## config.mk

```make
export PLATFORM = sky130hd
export DESIGN_NAME = demux8_deser
export DESIGN_NICKNAME = d
export VERILOG_FILES = /design/src/rtl/demux8_deser.sv
export SDC_FILE = /design/constraint.sdc
export NUM_CORES = 1
export LEC_CHECK = 0
export ABC_AREA = 1
export CELL_PAD_IN_SITES_DETAIL_PLACEMENT = 1
export CELL_PAD_IN_SITES_GLOBAL_PLACEMENT = 1
export CORE_MARGIN = 2
export CORE_UTILIZATION = 37
export DETAILED_ROUTE_END_ITERATION = 8
export GPL_ROUTABILITY_DRIVEN = 0
export PLACE_DENSITY_LB_ADDON = 0.1
export SLEW_MARGIN = 20
export SYNTH_ARGS = -nofsm -noshare
export SYNTH_HDL_FRONTEND = slang
export SYNTH_SLANG_ARGS = --single-unit
```

## constraint.sdc

```tcl
create_clock -name clk -period 3.6 [get_ports clk]
set_input_delay 0.9 -clock clk [delete_from_list [all_inputs] [get_ports clk]]
set_output_delay 0.9 -clock clk [all_outputs]
set_load 0.05 [all_outputs]
```

## src/rtl/demux8_deser.sv

```systemverilog
// ============================================================================
// demux8_deser -- serial-to-parallel 1-to-DATA_W demux (receive side of the
// mux-based serial link).
//
// Each accepted serial bit is steered into position pos(sel) of an assembly
// register; sel advances with an internal SEL_W-bit counter. When the last
// position is written the completed word is moved into a holding register
// that is offered downstream with a valid/ready handshake.
//
// Parameters
//   SEL_W      select/counter width, DATA_W = 2**SEL_W
//   LSB_FIRST  1: first bit of a frame lands in dout[0]
//              0: first bit of a frame lands in dout[DATA_W-1]
//
// Ports
//   clk         in   rising-edge clock
//   rst         in   synchronous, active-high reset
//   din         in   serial data bit
//   din_valid   in   din qualifies this cycle
//   din_sof     in   start of frame (only meaningful with din_valid)
//   dout        out  assembled word (holding register)
//   dout_valid  out  holding register full
//   dout_ready  in   consumer takes dout when dout_valid=1
//   sel         out  current write position counter (debug)
//   busy        out  FSM state: 1 = inside a frame (COLLECT)
//   overrun     out  one-cycle pulse when a completed frame is dropped
//
// Handshake: dout is transferred on any cycle where dout_valid=1 and
// dout_ready=1. While dout_valid=1 and dout_ready=0 dout is held stable.
// dout_ready is ignored while dout_valid=0. A completed frame may be loaded
// in the same cycle the previous word is taken, so back-to-back words with
// dout_ready held high have no bubbles.
//
// Build option
//   DEMUX8_MAJ5_VOTE_EN  when defined, each logical bit spans 5 din_valid
//                        samples and is resolved by majority vote
//                        (ones >= 3). When undefined, one sample per bit and
//                        no sample/ones counters exist.
// ============================================================================
module demux8_deser #(
    parameter int SEL_W     = 3,
    parameter bit LSB_FIRST = 1'b1
) (
    input  logic                    clk,
    input  logic                    rst,
    input  logic                    din,
    input  logic                    din_valid,
    input  logic                    din_sof,
    output logic [(2**SEL_W)-1:0]   dout,
    output logic                    dout_valid,
    input  logic                    dout_ready,
    output logic [SEL_W-1:0]        sel,
    output logic                    busy,
    output logic                    overrun
);

    localparam int DATA_W = 2**SEL_W;

    localparam logic [SEL_W-1:0] SEL_ZERO = '0;
    localparam logic [SEL_W-1:0] SEL_MAX  = '1;
    localparam logic [SEL_W-1:0] SEL_ONE  = {{(SEL_W-1){1'b0}}, 1'b1};

    // FSM encoding; busy is the state register itself.
    localparam logic [0:0] ST_IDLE    = 1'b0;
    localparam logic [0:0] ST_COLLECT = 1'b1;

    // ------------------------------------------------------------------
    // Registers
    // ------------------------------------------------------------------
    logic [0:0]        state_r;
    logic [SEL_W-1:0]  sel_r;
    logic [DATA_W-1:0] asm_r;
    logic [DATA_W-1:0] dout_r;
    logic              dout_valid_r;
    logic              overrun_r;

    // ------------------------------------------------------------------
    // Next-state signals
    // ------------------------------------------------------------------
    logic              bit_done;    // a logical bit is written this cycle
    logic              bit_val;     // value of that logical bit
    logic [SEL_W-1:0]  wr_sel;      // sequence index of the bit being written
    logic [SEL_W-1:0]  wr_pos;      // physical position in the word
    logic [DATA_W-1:0] asm_next;
    logic              frame_done;  // last position written this cycle
    logic              load;        // completed word moves to holding reg
    logic [SEL_W-1:0]  sel_next;
    logic [0:0]        state_next;

`ifdef DEMUX8_MAJ5_VOTE_EN
    // ------------------------------------------------------------------
    // Majority-of-5 sampling front end
    // ------------------------------------------------------------------
    logic [2:0] samp_cnt_r;   // samples already taken for the current bit
    logic [2:0] ones_cnt_r;   // ones among those samples
    logic [2:0] ones_total;   // ones including this cycle's sample
    logic [2:0] samp_cnt_next;
    logic [2:0] ones_cnt_next;

    always_comb begin
        ones_total = ones_cnt_r + {2'b00, din};

        // A sof sample never completes a bit: it becomes sample 0 of bit 0.
        bit_done = din_valid && !din_sof && (samp_cnt_r == 3'd4);
        bit_val  = (ones_total >= 3'd3);
        wr_sel   = sel_r;

        samp_cnt_next = samp_cnt_r;
        ones_cnt_next = ones_cnt_r;
        if (din_valid) begin
            if (din_sof) begin
                samp_cnt_next = 3'd1;
                ones_cnt_next = {2'b00, din};
            end else if (bit_done) begin
                samp_cnt_next = 3'd0;
                ones_cnt_next = 3'd0;
            end else begin
                samp_cnt_next = samp_cnt_r + 3'd1;
                ones_cnt_next = ones_total;
            end
        end
    end

    always_ff @(posedge clk) begin
        if (rst) begin
            samp_cnt_r <= 3'd0;
            ones_cnt_r <= 3'd0;
        end else begin
            samp_cnt_r <= samp_cnt_next;
            ones_cnt_r <= ones_cnt_next;
        end
    end
`else
    // ------------------------------------------------------------------
    // One sample per bit: every accepted sample is a logical bit, and a
    // sof bit restarts the frame at index 0.
    // ------------------------------------------------------------------
    always_comb begin
        bit_done = din_valid;
        bit_val  = din;
        wr_sel   = din_sof ? SEL_ZERO : sel_r;
    end
`endif

    // ------------------------------------------------------------------
    // Position mapping, assembly update and frame completion
    // ------------------------------------------------------------------
    always_comb begin
        wr_pos = LSB_FIRST ? wr_sel : (SEL_MAX - wr_sel);

        // Only the addressed position changes; the rest keep old contents.
        asm_next = asm_r;
        if (bit_done) begin
            asm_next[wr_pos] = bit_val;
        end

        frame_done = bit_done && (wr_sel == SEL_MAX);

        // Holding register can take the new word if empty, or if its
        // current word is being taken this very cycle.
        load = frame_done && (!dout_valid_r || dout_ready);
    end

    // ------------------------------------------------------------------
    // Select counter and FSM
    // ------------------------------------------------------------------
    always_comb begin
        sel_next   = sel_r;
        state_next = state_r;
        if (din_valid) begin
`ifdef DEMUX8_MAJ5_VOTE_EN
            if (din_sof) begin
                sel_next = SEL_ZERO;
            end else if (bit_done) begin
                // Wraps to zero naturally after the last position.
                sel_next = sel_r + SEL_ONE;
            end
`else
            if (din_sof) begin
                sel_next = SEL_ONE;
            end else begin
                sel_next = sel_r + SEL_ONE;
            end
`endif
            case (state_r)
                ST_IDLE:    state_next = frame_done ? ST_IDLE : ST_COLLECT;
                ST_COLLECT: state_next = frame_done ? ST_IDLE : ST_COLLECT;
                default:    state_next = ST_IDLE;
            endcase
        end
    end

    always_ff @(posedge clk) begin
        if (rst) begin
            state_r <= ST_IDLE;
            sel_r   <= SEL_ZERO;
            asm_r   <= '0;
        end else begin
            state_r <= state_next;
            sel_r   <= sel_next;
            asm_r   <= asm_next;
        end
    end

    // ------------------------------------------------------------------
    // Output holding register
    // ------------------------------------------------------------------
    always_ff @(posedge clk) begin
        if (rst) begin
            dout_r       <= '0;
            dout_valid_r <= 1'b0;
            overrun_r    <= 1'b0;
        end else begin
            if (load) begin
                dout_r       <= asm_next;
                dout_valid_r <= 1'b1;
            end else if (dout_valid_r && dout_ready) begin
                dout_valid_r <= 1'b0;
            end
            // Frame completed but holding register full and not drained.
            overrun_r <= frame_done && !load;
        end
    end

    assign dout       = dout_r;
    assign dout_valid = dout_valid_r;
    assign sel        = sel_r;
    assign busy       = (state_r == ST_COLLECT);
    assign overrun    = overrun_r;

endmodule

```

==> out/metrics.cfg <==
[run_status]
status=completed

[floorplan]
initial_core_util_pct=38.9
die_h_um=54.8
fp.dieW_um=54.8
io_pins=20
core.rowCount=18
design.die.area_mm2=0.00300
core_mm2=0.00245

[min_path]
hold_class=reg -> reg
min_from=busy
worstHoldEndpoint=busy
hold_depth=2

[grt]
grt_pass1_wl_um=3680
met1_usage_pct=21.1
antenna_found_initial=0
grt_util_met3_pct=3.28
grt_pass1_vias=846
grt_max_degree=16
grt.total_usage_pct=17.2
gr-total-overflow=0
grt_busiest_layer=met2
use_met2_pct=29.4

[synth]
netlist_area_um2=955
synthTopCellsByCount=nand2_1, dfxtp_1, inv_1, nor2_1, a21oi_1
post_synth_num_cell_types=22
synth_edf_count=0
ys_top_cells_by_area=dfxtp_1, nand2_1, inv_1
yosysTopAreaCellShare_pct=44.0
yosysMostFrequentCell=nand2_1
yosysTopAreaCell=dfxtp_1
ys_async_sr_fraction_pct=0
ys_warn_count=0
mappedNetlistNets=146
syn-mean-instance-area_um2=6.87
syn-instance-count=139
ys_seq_area_share_pct=44.0
ys_ff_latch=21
ys.flop_type=dfxtp_1

[clocking]
cts.htree.levels=1
cts_resized=0
path_clk_slew_ns=0.11
clk_latency_ns=0.30
cts_hold_buffers=0
cts_sinks=21
cts-root-buf=clkbuf_4
cts_setup_buffers=0
clockBufferDepth=2
cts_buffers=3
tritoncts=built

[final_layout]
postLayoutCoreUtil_pct=48.1
nets=166
drive_above_1_share_pct=6.33
diodes=0
fin_area_mm2=0.00118
fin_cells=188
area_growth_pct=23.7
fillCellCount=330

[timing]
fmax_ghz=0.392
finalHoldViolations=0
maxSlewHeadroom_pct=66.5
maxSlewViolCount=0
rsz0062_at_grt=no
period_share_pct=70.9
worst_pin_slew_ns=0.501
setup_violations=0
period_needed_ns=2.55
finalSetupTns_ns=0
finClkSkew_ns=0.00259

[critical_path]
worst-setup-path-type=reg -> out
r2r-start=sel[1]
rr_endpoint=dout[5]
worst_ep_arrival_time_ns=1.65
path_cells=clkdlybuf4s50_1
cp_data_required_time_ns=2.70
crit_path_start_kind=register
rrSetupSlack_ns=2.31
cp_slowest_stage_delay_ns=0.86
cp_slowest_cell=clkdlybuf4s50_1
crit_buf_inv=1
critPathTopFamily=buffers and inverters
r2r_cells=5
cp_max_fo=7
end_kind=output pin

[power_and_ir_drop]
total_leakage_power_uw=0.000532
peakVddDrop_uv=228
total_power_uw=401
powerDensity_mw_per_mm2=340

[drt]
via_per_inst=4.79
first_iter_violations=8
drc=0
ant_nets=0
wl_um=2170
wl_per_cell_um=11.6
vias=900
firstDrtPassIters=4

[placement]
dpl.hpwl_um=1630
dpl.cell_count=184
placed_area_mm2=0.00115
numPortBuffers=19

[run]
cap_violations=0

==> per-stage QoR <==
stage	hold slack, ns	setup slack [ns]
2_1_floorplan	0.493	1.82
3_3_place_gp	0.464	1.27
3_5_place_dp	0.494	1.21
4_1_cts	0.513	1.03
5_1_grt	0.536	0.958
6_report	0.514	1.05
==> cell usage in the layout, fill, tap and decap left out, drive strengths merged <==
cell type and n:
nand2 43, clkbuf 4, a211oi 1, ha 1, nor3 1, clkdlybuf4s50 19
nand3b 1, a21oi 10, o21ai 4, nor2 21, nand3 9, dfxtp 21
inv 22, a31oi 1
==> area by class of cell <==
type	count	area, µm²	share of cell area (%)
sequential	21	420	35.6
timing repair buffer	19	190	16.1
clock buffer	4	26.3	2.22
inverter	22	82.6	6.99
multi-input combinational	92	424	35.9
tap	30	37.5	3.18
==> state kept, by name, indices dropped and copies added, names as in the netlist <==
signal      flops
sel             3
overrun         1
dout_valid      1
busy            1
dout            8
asm_r           7
==> cell families (layout without fill, tap and decap cells) <==
family | count (synthesis) | after routing | share of synthesized area, %
buffers and inverters | 26 | 45 | 11.5
adders and majority gates | 1 | 1 | 1.31
and+or+nand+nor | 75 | 75 | 34.3
AOI/OAI and AO/OA | 16 | 16 | 8.78
DFF | 21 | 21 | 44.0
==> worst register-to-register path: cells and delay by family (launching register included) <==
kind / cells / cell delay [ns]
AND/OR/NAND/NOR: 4 / 0.54
flip-flops: 1 / 0.49
AO/OA/AOI/OAI: 1 / 0.18
==> worst max path at each step <==
stage              start    endpoint  slack (ns)  cells past startpoint
2_1_floorplan  din_valid     dout[7]        1.82                      7
3_3_place_gp         rst  dout_valid        1.27                      4
3_5_place_dp         rst  dout_valid        1.21                      4
4_1_cts           sel[1]      sel[1]        1.03                      1
5_1_grt           sel[1]      sel[1]        0.96                      1
6_report          sel[1]      sel[1]        1.05                      1
==> power by group <==
part	total (µW)	internal, µW	leakage, µW	switching (µW)
sequential	241	237	0.000170	4.09
clock	113	43.2	0.0000150	70.1
combinational	46.7	15.9	0.000346	30.8
==> metal layers <==
metal,part of all wire [%],vias to the layer above
met4,1.1,0
met1,48,414
met2,47,18
met3,3.7,4
met5,0,-
li1,-,464
Power figures use the tool's default switching activity.
